--- src/rtl/pipe_regs_pkg.sv ---
// -----------------------------------------------------------------------------
// pipe_regs
//   Shared types for the EX/MEM/WB forwarding pipeline.
//   data_fwd_t  : one pipeline/forwarding record (valid, rd, rf_wr_en,
//                 mem_read, rd_data)
//   BUBBLE      : all-zero record used for reset and inserted bubbles
//   LOAD_WAIT_W : width of the MEM-stage load wait counter
// -----------------------------------------------------------------------------
package pipe_regs;

  localparam int unsigned LOAD_WAIT_W = 8;

  typedef struct packed {
    logic        valid;
    logic [4:0]  rd;
    logic        rf_wr_en;
    logic        mem_read;
    logic [31:0] rd_data;
  } data_fwd_t;

  localparam data_fwd_t BUBBLE = '0;

endpackage

--- src/rtl/fwd_stage_reg.sv ---
// -----------------------------------------------------------------------------
// fwd_stage_reg
//   One data_fwd_t pipeline register with load / hold / bubble control.
//   Ports:
//     clk_i    : core clock
//     rst_i    : synchronous active-high reset (record cleared to BUBBLE)
//     load_i   : capture d_i
//     bubble_i : capture BUBBLE (wins over load_i)
//     d_i      : incoming record
//     q_o      : registered record
//   A captured record targeting x0 never carries a write enable, so no stage
//   downstream of this register can forward to or write x0.
// -----------------------------------------------------------------------------
module fwd_stage_reg
  import pipe_regs::*;
(
  input  logic      clk_i,
  input  logic      rst_i,
  input  logic      load_i,
  input  logic      bubble_i,
  input  data_fwd_t d_i,
  output data_fwd_t q_o
);

  data_fwd_t rec_d;
  data_fwd_t rec_q;

  always_comb begin
    // NOTE: default-assign first so every path writes rec_d; no latch inferred.
    rec_d = rec_q;
    if (bubble_i) begin
      rec_d = BUBBLE;
    end else if (load_i) begin
      rec_d          = d_i;
      rec_d.rf_wr_en = d_i.rf_wr_en & (d_i.rd != 5'd0);
    end
  end

  // NOTE: sequential state uses non-blocking assignment; reset is synchronous
  // and every field of the record is cleared, not just valid.
  always_ff @(posedge clk_i) begin
    if (rst_i) rec_q <= BUBBLE;
    else       rec_q <= rec_d;
  end

  assign q_o = rec_q;

endmodule

--- src/rtl/fwd_source_pipe.sv ---
// -----------------------------------------------------------------------------
// fwd_source_pipe
//   EX -> MEM -> WB pipeline registers, EX/MEM forwarding records, register
//   file write port, load wait/timeout handling and upstream stall.
//   Parameter:
//     MAX_LOAD_WAIT (1..255) : cycles a load may wait in MEM for rvalid before
//                              it is retired with rd_data=0 and load_err_o.
//   Inputs : clk_i, rst_i (sync, active high), id_* decode fields,
//            load_use_hazard_i, flush_i, ex_result_i, dmem_rvalid_i/rdata_i
//   Outputs: ex_stage_o, mem_stage_o (forwarding records), stall_o
//            (combinational), rf_wr_en_o/rf_rd_o/rf_wr_data_o (from WB),
//            load_err_o (one-cycle timeout pulse)
//   Build option: define FWD_WB_STAGE_EN to add wb_stage_o exposing the WB
//   record for a third forwarding tier.
// -----------------------------------------------------------------------------
module fwd_source_pipe
  import pipe_regs::*;
#(
  parameter int unsigned MAX_LOAD_WAIT = 255
) (
  input  logic        clk_i,
  input  logic        rst_i,
  input  logic        id_valid_i,
  input  logic [4:0]  id_rd_i,
  input  logic        id_rf_wr_en_i,
  input  logic        id_mem_read_i,
  input  logic        load_use_hazard_i,
  input  logic        flush_i,
  input  logic [31:0] ex_result_i,
  input  logic        dmem_rvalid_i,
  input  logic [31:0] dmem_rdata_i,
  output data_fwd_t   ex_stage_o,
  output data_fwd_t   mem_stage_o,
  output logic        stall_o,
  output logic        rf_wr_en_o,
  output logic [4:0]  rf_rd_o,
  output logic [31:0] rf_wr_data_o,
  output logic        load_err_o
`ifdef FWD_WB_STAGE_EN
  ,
  output data_fwd_t   wb_stage_o
`endif
);

  localparam logic [LOAD_WAIT_W-1:0] WAIT_LAST = LOAD_WAIT_W'(MAX_LOAD_WAIT - 1);

  data_fwd_t ex_q, mem_q, wb_q;
  data_fwd_t ex_d, mem_d, wb_d;

  logic                   load_done_d, load_done_q;
  logic [LOAD_WAIT_W-1:0] wait_cnt_d,  wait_cnt_q;

  logic mem_unfinished;
  logic advance;
  logic load_timeout;
  logic id_take;

  // ---------------------------------------------------------------------------
  // Pipeline control
  // ---------------------------------------------------------------------------
  always_comb begin
    mem_unfinished = mem_q.valid & mem_q.mem_read & ~load_done_q;
    advance        = ~mem_unfinished | dmem_rvalid_i;
    load_timeout   = mem_unfinished & ~dmem_rvalid_i & (wait_cnt_q == WAIT_LAST);
    // Flush and hazard both yield the same bubble, so their priority is moot.
    id_take        = id_valid_i & ~flush_i & ~load_use_hazard_i;

    ex_d          = BUBBLE;
    ex_d.valid    = 1'b1;
    ex_d.rd       = id_rd_i;
    ex_d.rf_wr_en = id_rf_wr_en_i;
    ex_d.mem_read = id_mem_read_i;

    // MEM is rewritten every cycle: either the new EX instruction or its own
    // contents updated by a load timeout. rvalid on a pending load always
    // advances, so MEM never needs to capture load data while holding.
    if (advance) begin
      mem_d         = ex_q;
      mem_d.rd_data = ex_result_i;
    end else begin
      mem_d = mem_q;
      if (load_timeout) mem_d.rd_data = '0;
    end

    wb_d = mem_q;
    if (mem_unfinished && dmem_rvalid_i) wb_d.rd_data = dmem_rdata_i;

    load_done_d = load_done_q;
    wait_cnt_d  = wait_cnt_q;
    if (advance) begin
      load_done_d = 1'b0;
      wait_cnt_d  = '0;
    end else if (load_timeout) begin
      load_done_d = 1'b1;
    end else begin
      wait_cnt_d = wait_cnt_q + 1'b1;
    end
  end

  always_ff @(posedge clk_i) begin
    if (rst_i) begin
      load_done_q <= 1'b0;
      wait_cnt_q  <= '0;
    end else begin
      load_done_q <= load_done_d;
      wait_cnt_q  <= wait_cnt_d;
    end
  end

  // ---------------------------------------------------------------------------
  // Stage registers
  // ---------------------------------------------------------------------------
  fwd_stage_reg u_ex_reg (
    .clk_i    (clk_i),
    .rst_i    (rst_i),
    .load_i   (advance & id_take),
    .bubble_i (advance & ~id_take),
    .d_i      (ex_d),
    .q_o      (ex_q)
  );

  fwd_stage_reg u_mem_reg (
    .clk_i    (clk_i),
    .rst_i    (rst_i),
    .load_i   (1'b1),
    .bubble_i (1'b0),
    .d_i      (mem_d),
    .q_o      (mem_q)
  );

  // A bubble on hold keeps the retiring instruction from writing twice.
  fwd_stage_reg u_wb_reg (
    .clk_i    (clk_i),
    .rst_i    (rst_i),
    .load_i   (advance),
    .bubble_i (~advance),
    .d_i      (wb_d),
    .q_o      (wb_q)
  );

  // ---------------------------------------------------------------------------
  // Outputs
  // ---------------------------------------------------------------------------
  always_comb begin
    ex_stage_o         = ex_q;
    ex_stage_o.rd_data = ex_result_i;
  end

  assign mem_stage_o  = mem_q;
  assign stall_o      = ~rst_i & (~advance | load_use_hazard_i);
  assign load_err_o   = ~rst_i & load_timeout;
  assign rf_wr_en_o   = ~rst_i & wb_q.valid & wb_q.rf_wr_en;
  assign rf_rd_o      = wb_q.rd;
  assign rf_wr_data_o = wb_q.rd_data;

`ifdef FWD_WB_STAGE_EN
  assign wb_stage_o = wb_q;
`endif

endmodule

--- config.mk ---
export PLATFORM = sky130hd
export DESIGN_NAME = fwd_source_pipe
export DESIGN_NICKNAME = d
export VERILOG_FILES = /design/src/rtl/pipe_regs_pkg.sv /design/src/rtl/fwd_stage_reg.sv /design/src/rtl/fwd_source_pipe.sv
export SDC_FILE = /design/constraint.sdc
export NUM_CORES = 1
export LEC_CHECK = 0
export BUFFER_PORTS_ARGS = -buffer_cell sky130_fd_sc_hd__buf_2
export CAP_MARGIN = 20
export CORE_ASPECT_RATIO = 2
export CORE_MARGIN = 8
export CORE_UTILIZATION = 37
export DETAILED_ROUTE_END_ITERATION = 7
export PLACE_DENSITY = 0.66
export SKIP_CTS_REPAIR_TIMING = 1
export SYNTH_ARGS = -nofsm -noshare
export SYNTH_HDL_FRONTEND = slang
export SYNTH_SLANG_ARGS = --single-unit
--- constraint.sdc ---
create_clock -name clk_i -period 2 [get_ports clk_i]
set_input_delay 0.2 -clock clk_i [delete_from_list [all_inputs] [get_ports clk_i]]
set_output_delay 0.2 -clock clk_i [all_outputs]
set_load 0.01 [all_outputs]
==> impl_metrics.yaml <==
logic_synthesis:
  netlist_area_um2: 4230
  netlist.area_leader.share_pct: 45.5
  synth-edff-count: 0
  synth_nets: 588
  synth_ff_type: "dfxtp_1"
  yosysTopAreaCell: "dfxtp_1"
  netlist_top_cells_area: "dfxtp_1 45%, buf_4 14%, a21oi_1 9.4%"
  synth.ff_latch_count: 96
  yosysUniqueCellTypes: 34
  synth_commonest_cells: "96 x dfxtp_1, 85 x nand2_1, 79 x a21oi_1"
  ys_seq_area_share_pct: 45.5
  synth_warnings: 0
  postSynthCellCount: 509
  syn_area_per_cell_um2: 8.31
  async_flop_share_pct: 0
  synth_most_common_cell: "dfxtp_1"
drt:
  first_pass_iters: 4
  drc: 0
  drtIter0Drc: 146
  routed_via_density: 5.11
  wl_per_cell_um: 17.4
  drt_wl_total_um: 13200
  via_count: 3881
  final_antenna_net_count: 0
setup_path:
  worstPathArrival_ps: 1690
  worstPathRequired_ps: 1800
  critPathLaunchType: "flip-flop"
  crit_family: "simple AND/OR/NAND/NOR gates"
  crit_buf_inv: 2
  slowest_stage: "nor4bb_4"
  critPathMaxStageDelay_ps: 430
  critPathCaptureType: "output pin"
  critPathKind: "reg2out"
  critPathMaxFanout: 26
  cp_cell_sequence: "nor4bb_4 -> buf_6 -> nor2_2 -> nor2_1 -> buf_2"
status:
  outcome: "finished clean"
placed_design:
  numPortBuffers: 196
  post-place-ws_ps: 315
  dpl.hpwl_um: 10200
  routabilityCongestion: 0.855
sta:
  slew_headroom_pct: 68.4
  maxSlewViolCount: 0
  fin_skew_ps: 7.64
  setup_ws_ps: 111
  hold_violations: 0
  min_period_ps: 1890
  tightest_slew_ps: 474
  rsz0062_at_grt: "no"
  setup_viol: 0
  fmax_ghz: 0.530
  fin_crit_sh_pct: 94.4
global_route:
  grt_pass1_vias: 3926
  grt_first_pass_wirelength_um: 20200
  use_met3_pct: 4.88
  met2_usage_pct: 30.3
  antenna_found_initial: 0
  grt.total_usage_pct: 16.6
  grt.overflow.total: 0
  busiest_layer: "met2"
  grt_max_degree: 45
  met1_usage_pct: 16.0
clocking:
  clock_sinks: 96
  htree_levels: 3
  clockBufferDepth: 2
  clockRootBuffer: "clkbuf_16"
  clkLatencyLatePin_ps: 340
  cts_buffers: 9
  cts_tree: "yes"
  clkTransAtPathRegs_ps: 60
job:
  maxCapViolCount: 0
pwr:
  p_total_mw: 4.42
  power_density_nw_per_um2: 861
  peakVddDrop_mv: 0.443
  power_leakage_nw: 2.39
finish:
  drive_gt1_share_pct: 38.0
  fill_cells: 1163
  num_antenna_cells: 0
  area_delta_synth_final_pct: 21.5
  num-nets-final: 692
floorplanning:
  design.core.area_um2: 11200
  die_x_um: 91.6
  io_pins: 197
  initial_utilization_pct: 37.7
  die_h_um: 167
  placementRows: 55
  die_area_um2: 15300
hold_path:
  min_path_type: "in2reg"
==> flip-flops by register name (all words and copies together), names as in the netlist <==
register,cells
u_ex_reg.q_o,8
u_wb_reg.q_o,39
wait_cnt_q,8
u_mem_reg.q_o,40
load_done_q,1
==> cells in the final DEF (no fill, tap or decap), types with 7 or more instances in the layout <==
cell / count
nor2_1: 8
o211ai_1: 32
nor3_1: 8
nand3_1: 39
buf_2: 196
dfxtp_1: 93
and3_1: 7
a21oi_1: 79
nand2_1: 85
clkbuf_16: 9
buf_4: 13
==> metrics by stage <==
stage               hold WS, ps  instance area [um^2]  util, %  cells  TNS, ps
floorplan                   340                  4230        -    509        0
global placement            442                  4750     42.4    744        0
detailed placement          454                  4750     42.4    744        0
CTS                        97.8                  5120     45.6    760    -57.0
global route                100                  5140     45.8    760        0
finish                      107                  5140     45.8    760        0
==> layout make-up <==
class	count	area [um^2]	area share [%]
tap	142	178	3.46
clock inverter	4	98.8	1.92
timing repair buffer	210	1090	21.2
multi-input combinational	293	1560	30.5
clock buffer	12	267	5.19
inverter	3	11.3	0.219
sequential	96	1930	37.5
==> logic make-up (layout without fill, tap and decap cells) <==
| group | count (synthesis) | in the layout | share of synthesized area (%) |
|---|---|---|---|
| AND/OR/NAND/NOR | 166 | 166 | 18.2 |
| AO/OA/AOI/OAI | 125 | 125 | 17.4 |
| buffers and inverters | 120 | 229 | 18.3 |
| flip-flops | 96 | 96 | 45.5 |
| adder cells (fa/ha/maj) | 2 | 2 | 0.592 |
==> report_power, final <==
part	switching (mW)	internal, mW
Combinational	0.209	0.159
Sequential	0.0400	1.98
Clock	0.710	1.33
==> worst paths after layout <==
path	from	endpoint	cells after the start	slack [ps]
worst min-delay path	id_rf_wr_en_i	u_ex_reg.q_o[33]	2	110
worst max-delay path	u_mem_reg.q_o[32]	stall_o	5	110
worst min register to register	u_mem_reg.q_o[25]	u_wb_reg.q_o[25]	2	470
worst max register to register	wait_cnt_q[0]	u_mem_reg.q_o[13]	6	370
==> per-layer routing <==
layer	up-vias	routed length [um]
li1	1883	-
met1	1802	4590
met2	164	7160
met3	32	929
met4	0	501
met5	-	0
Power figures use the tool's default switching activity.
